[src/rtl/sram_req_arbiter.sv]
// Two-master (fetch + load/store) arbiter onto one sram-like port.
// Responses are steered back through an in-order ID FIFO tracking accepted transactions.
module sram_req_arbiter #(
    parameter int DEPTH = 4
) (
    input  logic                       clk,
    input  logic                       reset,

    input  logic                       inst_req,
    input  logic [31:0]                inst_addr,
    output logic                       inst_addr_ok,
    output logic                       inst_data_ok,
    output logic [31:0]                inst_rdata,

    input  logic                       data_req,
    input  logic                       data_wr,
    input  logic [1:0]                 data_size,
    input  logic [3:0]                 data_wstrb,
    input  logic [31:0]                data_addr,
    input  logic [31:0]                data_wdata,
    output logic                       data_addr_ok,
    output logic                       data_data_ok,
    output logic [31:0]                data_rdata,

    output logic                       req,
    output logic                       wr,
    output logic [1:0]                 size,
    output logic [3:0]                 wstrb,
    output logic [31:0]                addr,
    output logic [31:0]                wdata,
    input  logic                       addr_ok,
    input  logic                       data_ok,
    input  logic [31:0]                rdata,

    output logic [$clog2(DEPTH):0]     outstanding
);

    localparam int PW = $clog2(DEPTH);
    localparam int CW = PW + 1;

    typedef enum logic {
        GNT_INST = 1'b0,
        GNT_DATA = 1'b1
    } gnt_t;

    // Handshake: a request moves on the shared port in the cycle where
    // req & addr_ok are both high; a response completes in the cycle data_ok
    // is high. No ready-style backpressure exists on the response side.

    logic             lock;
    gnt_t             lock_id;
    gnt_t             grant;
    logic [DEPTH-1:0] id_q;
    logic [PW-1:0]    wr_ptr;
    logic [PW-1:0]    rd_ptr;
    logic [CW-1:0]    count;

    logic full;
    logic push;
    logic pop;
    gnt_t head;

    assign full = (count == CW'(DEPTH));
    assign head = gnt_t'(id_q[rd_ptr]);
    assign push = req & addr_ok;
    assign pop  = data_ok & (count != '0);

    // A request that was presented but not taken stays pinned to its owner.
    always_comb begin
        grant = GNT_INST;
        if (lock) begin
            grant = lock_id;
        end else if (data_req) begin
            grant = GNT_DATA;
        end
    end

    always_comb begin
        req   = (inst_req | data_req) & ~full;
        wr    = 1'b0;
        size  = 2'd2;
        wstrb = 4'b0000;
        addr  = inst_addr;
        wdata = 32'h0;
        if (grant == GNT_DATA) begin
            wr    = data_wr;
            size  = data_size;
            wstrb = data_wstrb;
            addr  = data_addr;
            wdata = data_wdata;
        end
    end

    always_comb begin
        inst_addr_ok = push & (grant == GNT_INST);
        data_addr_ok = push & (grant == GNT_DATA);
        inst_data_ok = pop & (head == GNT_INST);
        data_data_ok = pop & (head == GNT_DATA);
        inst_rdata   = rdata;
        data_rdata   = rdata;
    end

    always_ff @(posedge clk) begin
        if (reset) begin
            lock    <= 1'b0;
            lock_id <= GNT_INST;
        end else if (req & addr_ok) begin
            lock    <= 1'b0;
        end else if (req) begin
            lock    <= 1'b1;
            lock_id <= grant;
        end
    end

    always_ff @(posedge clk) begin
        if (reset) begin
            id_q   <= '0;
            wr_ptr <= '0;
            rd_ptr <= '0;
            count  <= '0;
        end else begin
            if (push) begin
                id_q[wr_ptr] <= grant;
                wr_ptr       <= wr_ptr + 1'b1;
            end
            if (pop) begin
                rd_ptr <= rd_ptr + 1'b1;
            end
            case ({push, pop})
                2'b10:   count <= count + 1'b1;
                2'b01:   count <= count - 1'b1;
                default: count <= count;
            endcase
        end
    end

    assign outstanding = count;

endmodule

[config.mk]
export PLATFORM = sky130hd
export DESIGN_NAME = sram_req_arbiter
export DESIGN_NICKNAME = d
export VERILOG_FILES = /design/src/rtl/sram_req_arbiter.sv
export SDC_FILE = /design/constraint.sdc
export NUM_CORES = 1
export LEC_CHECK = 0
export BUFFER_PORTS_ARGS = -buffer_cell sky130_fd_sc_hd__buf_2
export CAP_MARGIN = 20
export CORE_AREA = 2 2 110 112
export DETAILED_ROUTE_END_ITERATION = 10
export DIE_AREA = 0 0 112 114
export GPL_TIMING_DRIVEN = 0
export PLACE_DENSITY_LB_ADDON = 0.08
export REMOVE_ABC_BUFFERS = 1
export SLEW_MARGIN = 20
export SYNTH_ARGS = -nofsm -noshare
export SYNTH_HDL_FRONTEND = slang
export SYNTH_SLANG_ARGS = --single-unit
export TNS_END_PERCENT = 1
[constraint.sdc]
create_clock -name clk -period 7.4 [get_ports clk]
set_input_delay 0.74 -clock clk [delete_from_list [all_inputs] [get_ports clk]]
set_output_delay 0.74 -clock clk [all_outputs]
set_load 0.02 [all_outputs]
# Word level (Yosys, flattened, before mapping)
# Index checks and enable logic that the tools add are counted.
[classes]
add_sub_neg = 4
n_lt_le_gt_ge = 3
n_eq_ne = 3
muxes = 13
n_bitwise = 12
reduce_logical = 5
[op_table]
columns = ["cell", "count"]
rows = [
  ["two-way mux 32 bit", 2],
  ["bitwise AND 1 bit", 7],
  ["less-than comparator 2 x 3 -> 1 bit (second input constant)", 2],
  ["one-hot mux 3 bit (2 select lines)", 1],
  ["two-way mux 1 bit", 5],
  ["adder 2 x 1 -> 2 bit (second input constant)", 2],
  ["bitwise mux 4 bit", 1],
  ["two-way mux 4 bit", 1],
  ["NOT 1 bit", 4],
  ["adder 3 x 1 -> 3 bit (second input constant)", 1],
  ["equality test 3 bit (second input constant)", 1],
  ["nonzero test 3 bit", 1],
  ["subtractor 3 x 1 -> 3 bit (second input constant)", 1],
  ["binary-select mux 1 bit (select 2 bit)", 1],
  ["demux 1 bit (select 2 bit)", 1],
  ["equality test 2 x 1 -> 1 bit (second input constant)", 1],
  ["equality test 2 bit (second input constant)", 1],
  [">= comparator 2 x 1 -> 1 bit (second input constant)", 1],
  ["two-way mux 2 bit", 1],
  ["AND reduction 2 bit", 1],
  ["nonzero test 2 bit", 1],
  ["OR reduction 2 bit", 1],
  ["logical AND 1 bit", 1],
  ["OR 1 bit", 1],
]
[totals]
register_bits = 13
in_bits = 141
out_inout_bits = 143
wordCells = 46

# Logic depth before layout (Yosys ltp)
[logic_depth]
ltp_word = 6
mapped_depth = 11

# Worst setup path before layout
# OpenSTA, ideal clock, no wires.
[synth_path]
path_kind = "input -> register"
startpoint = "input port data_req"
endpoint = "register count[2], in the netlist outstanding[2]"
t_arrival_ns = 2.669
t_required_ns = 7.328
path_slack_ns = 4.659
path_stages = 11
path_buffers = 2
cell_sequence = "or2_2 -> buf_12 -> and3_4 -> buf_6 -> inv_2 -> ha_1 -> inv_1 -> fa_1 -> xor2_1 -> or3_1 -> a21oi_1"
[synth_via]
elab_chain_cells = 5
[synth_lines]
columns = ["item", "line_no", "rtl"]
rows = [
  ["start: declaration", "15", "input logic data_req,"],
  ["OR 1 bit *", "79", "req = (inst_req | data_req) & ~full;"],
  ["bitwise AND 1 bit *", "79", ""],
  ["bitwise AND 1 bit *", "65", "assign push = req & addr_ok;"],
  ["equality test 2 x 1 -> 1 bit or equality test 2 bit (tied branches)", "129", "case ({push, pop})"],
  ["one-hot mux 3 bit (2 select lines) or nonzero test 2 bit (tied branches)", "-", ""],
  ["end signal: assignment", "130", "2'b10: count <= count + 1'b1;"],
  ["end signal: assignment", "131", "2'b01: count <= count - 1'b1;"],
  ["end signal: assignment", "132", "default: count <= count;"],
  ["end: declaration", "56", "logic [CW-1:0] count;"],
]
# Mark *: on every way between the ends. The rest lies on a longest branch, timed or not.
# A chain may end at the register's enable or synchronous reset.

# Final worst setup path
[layout_path]
startpoint = "input port data_req"
endpoint = "output port addr[0]"
[layout_via]
elab_chain_cells = 3
[layout_lines]
columns = ["item", "line_no", "rtl"]
rows = [
  ["two-way mux 1 bit", "73", "end else if (data_req) begin"],
  ["two-way mux 1 bit", "71", "if (lock) begin"],
  ["two-way mux 32 bit", "85", "if (grant == GNT_DATA) begin"],
  ["end: declaration", "29", "output logic [31:0] addr,"],
]
# Every way passes these cells.

==> impl_metrics.env <==
export IMPL_run_status="finished, final reports clean"
export IMPL_ys_warn_count=0
export IMPL_reg2reg_from="outstanding[2]$_SDFFE_PP0P_"
export IMPL_clock_latency_ps=240
export IMPL_hold_class="register to register"
export IMPL_ys_seq_area_share_pct=13.82
export IMPL_ioPinCount=284
export IMPL_max_freq_mhz=332.6
export IMPL_start_util_pct=16.08
export IMPL_num_vias=1930
export IMPL_drv_cap=0
export IMPL_htreeDepth=1
export IMPL_whs_endpoint="wr_ptr[1]$_SDFFE_PP0P_"
export IMPL_final_setup_viol_count=0
export IMPL_critPathArrivalTime_ps=2270
export IMPL_io_buffers=187
export IMPL_dp_hpwl_mm=7.555
export IMPL_cts_resized=0
export IMPL_row_count=40
export IMPL_grt_pass1_vias=1884
export IMPL_grt_max_degree=23
export IMPL_hold_buffers=0
export IMPL_core_area_sq_um=11710
export IMPL_relSlewSlack_pct=63.94
export IMPL_path_max_fanout=22
export IMPL_drive_above_1_share_pct=70.83
export IMPL_vias_per_cell=3.988
export IMPL_r2r_cells=9
export IMPL_synth_area_leaders="buf_4, mux2_2, dfxtp_1"
export IMPL_crit_type="primary input to primary output"
export IMPL_hold_viol_final=0
export IMPL_first_pass_iters=3
export IMPL_synth_avg_cell_area_sq_um=8.678
export IMPL_cts_buffers=3
export IMPL_antenna_found_initial=1
export IMPL_clockBufferDepth=2
export IMPL_die_width_um=112
export IMPL_grt_usage_pct=12.56
export IMPL_max_vdd_ir_drop_mv=0.1115
export IMPL_worst_setup_path_end_kind="primary output"
export IMPL_place_congestion=0.6694
export IMPL_powerDensity_nw_per_um2=202.1
export IMPL_die_y_um=114
export IMPL_synth_distinct_cells=33
export IMPL_post_cts_buffers=0
export IMPL_fin_setup_tns_ps=0
export IMPL_place_area_sq_um=2562
export IMPL_whs_path_depth=2
export IMPL_design_area_sq_um=2644
export IMPL_layout_min_cycle_time_ps=3007
export IMPL_drt_wl_total_mm=8.771
export IMPL_drt_initial_drc_count=46
export IMPL_nets=484
export IMPL_final_cell_mix="buf_2, nor2b_1, mux2_2, dfxtp_1, nor2_1"
export IMPL_synth_seq_cells=13
export IMPL_leakagePower_nw=1.348
export IMPL_synth_area_leader_cell="buf_4"
export IMPL_p_total_uw=534.3
export IMPL_worstSetupStartpointType="primary input"
export IMPL_fin_crit_sh_pct=40.63
export IMPL_rsz0062_at_grt="no"
export IMPL_worstMarginPinSlew_ps=536.3
export IMPL_grt_pass1_wl_mm=12.03
export IMPL_drc_errors=0
export IMPL_cts_sinks=13
export IMPL_r2r_slack_ps=4840
export IMPL_syn_inst=217
export IMPL_hold_start="wr_ptr[1]$_SDFFE_PP0P_"
export IMPL_wl_per_cell_um=18.12
export IMPL_synth_top_area_share_pct=25.51
export IMPL_root_buffer="clkbuf_16"
export IMPL_ant_nets=0
export IMPL_crit_required_ps=6660
export IMPL_cts_tree="built"
export IMPL_cts_reportedPaths_clkPinSlew_ps=40
export IMPL_slew_viol_final=0
export IMPL_overflow=0
export IMPL_syn_to_final_growth_pct=40.40
export IMPL_synthesis_area_sq_um=1883
export IMPL_dieArea_sq_um=12770
export IMPL_timing_rr_end="outstanding[2]$_SDFFE_PP0P_"
export IMPL_mostFrequentLayoutCell="buf_2"
export IMPL_fin_skew_ps=2.617
## kinds of logic after synthesis
group,share of synthesized area (%)
fa+ha+maj,4.385
buf+inv,31.49
simple gates,18.47
xor+xnor,1.860
compound gates,7.774
mux,22.19
flops,13.82
## registers in the layout, indices dropped and copies added (netlist names)
register and cells:
id_q 4, lock 1, lock_id 1, outstanding 3, rd_ptr 2, wr_ptr 2
## through the flow
stage | hold slack (ps) | util [%] | worst slack [ps] | cells
floorplan | 480.7 | - | 1943 | 141
global placement | 507.8 | 20.83 | -42.78 | 475
detailed placement | 510.1 | 21.88 | 4385 | 479
CTS | 521.7 | 22.55 | 4375 | 483
global route | 553.2 | 22.55 | 4335 | 483
finish | 514.7 | 22.57 | 4393 | 484
## where the power goes
group | switching (mW) | internal (mW) | leakage, nW
clock network | 0.0291 | 0.0726 | 0.0382
registers | 0.0186 | 0.0860 | 0.106
logic | 0.182 | 0.146 | 1.20
## cells in the mapped netlist, drive strengths merged
library cell	count
mux2i	2
a31oi	1
clkbuf	4
mux2	33
fa	1
o311ai	1
and2	2
nor3	1
dfxtp	13
and3	1
a311oi	5
a41oi	4
ha	5
nand2b	2
nor2	9
xor2	4
or2	2
or3	1
a21oi	3
inv	8
o31ai	1
o21ai	1
buf	72
or3b	1
nor2b	39
mux4	1
## cell type report
class / instances / area [sq um]
diodes: 1 / 2.502
repair buffers: 191 / 1046
fillers: 1343 / 9067
multi-input cells: 120 / 1042
clock buffers: 4 / 78.83
well taps: 147 / 183.9
inverters: 8 / 30.03
flip-flops and latches: 13 / 260.3
## critical path, cell delays in order
cell,delay (ps)
buf_2,120
mux2i_4,350
buf_16,200
buf_16,160
buf_16,160
mux2_2,350
buf_2,160
## worst max path at each step
stage | to | slack (ps) | cells past startpoint | startpoint
after floorplan | addr[0] | 1940 | 2 | data_req
after global placement | addr[13] | -40 | 4 | data_req
after detailed placement | addr[0] | 4380 | 7 | data_req
after CTS | addr[0] | 4370 | 7 | data_req
after global routing | addr[27] | 4330 | 7 | data_req
final | addr[0] | 4390 | 7 | data_req
## layer usage
layer / wire [um] / vias to the layer above / track usage [%] / share of wire [%]
met1: 3438 / 862 / 14.72 / 39
met3: 1372 / 4 / 9.139 / 16
met5: 63 / - / 3.922 / 0.72
li1: - / 895 / - / -
met4: 33 / 2 / 1.626 / 0.38
met2: 3863 / 167 / 18.79 / 44
Power figures use the tool's default switching activity.
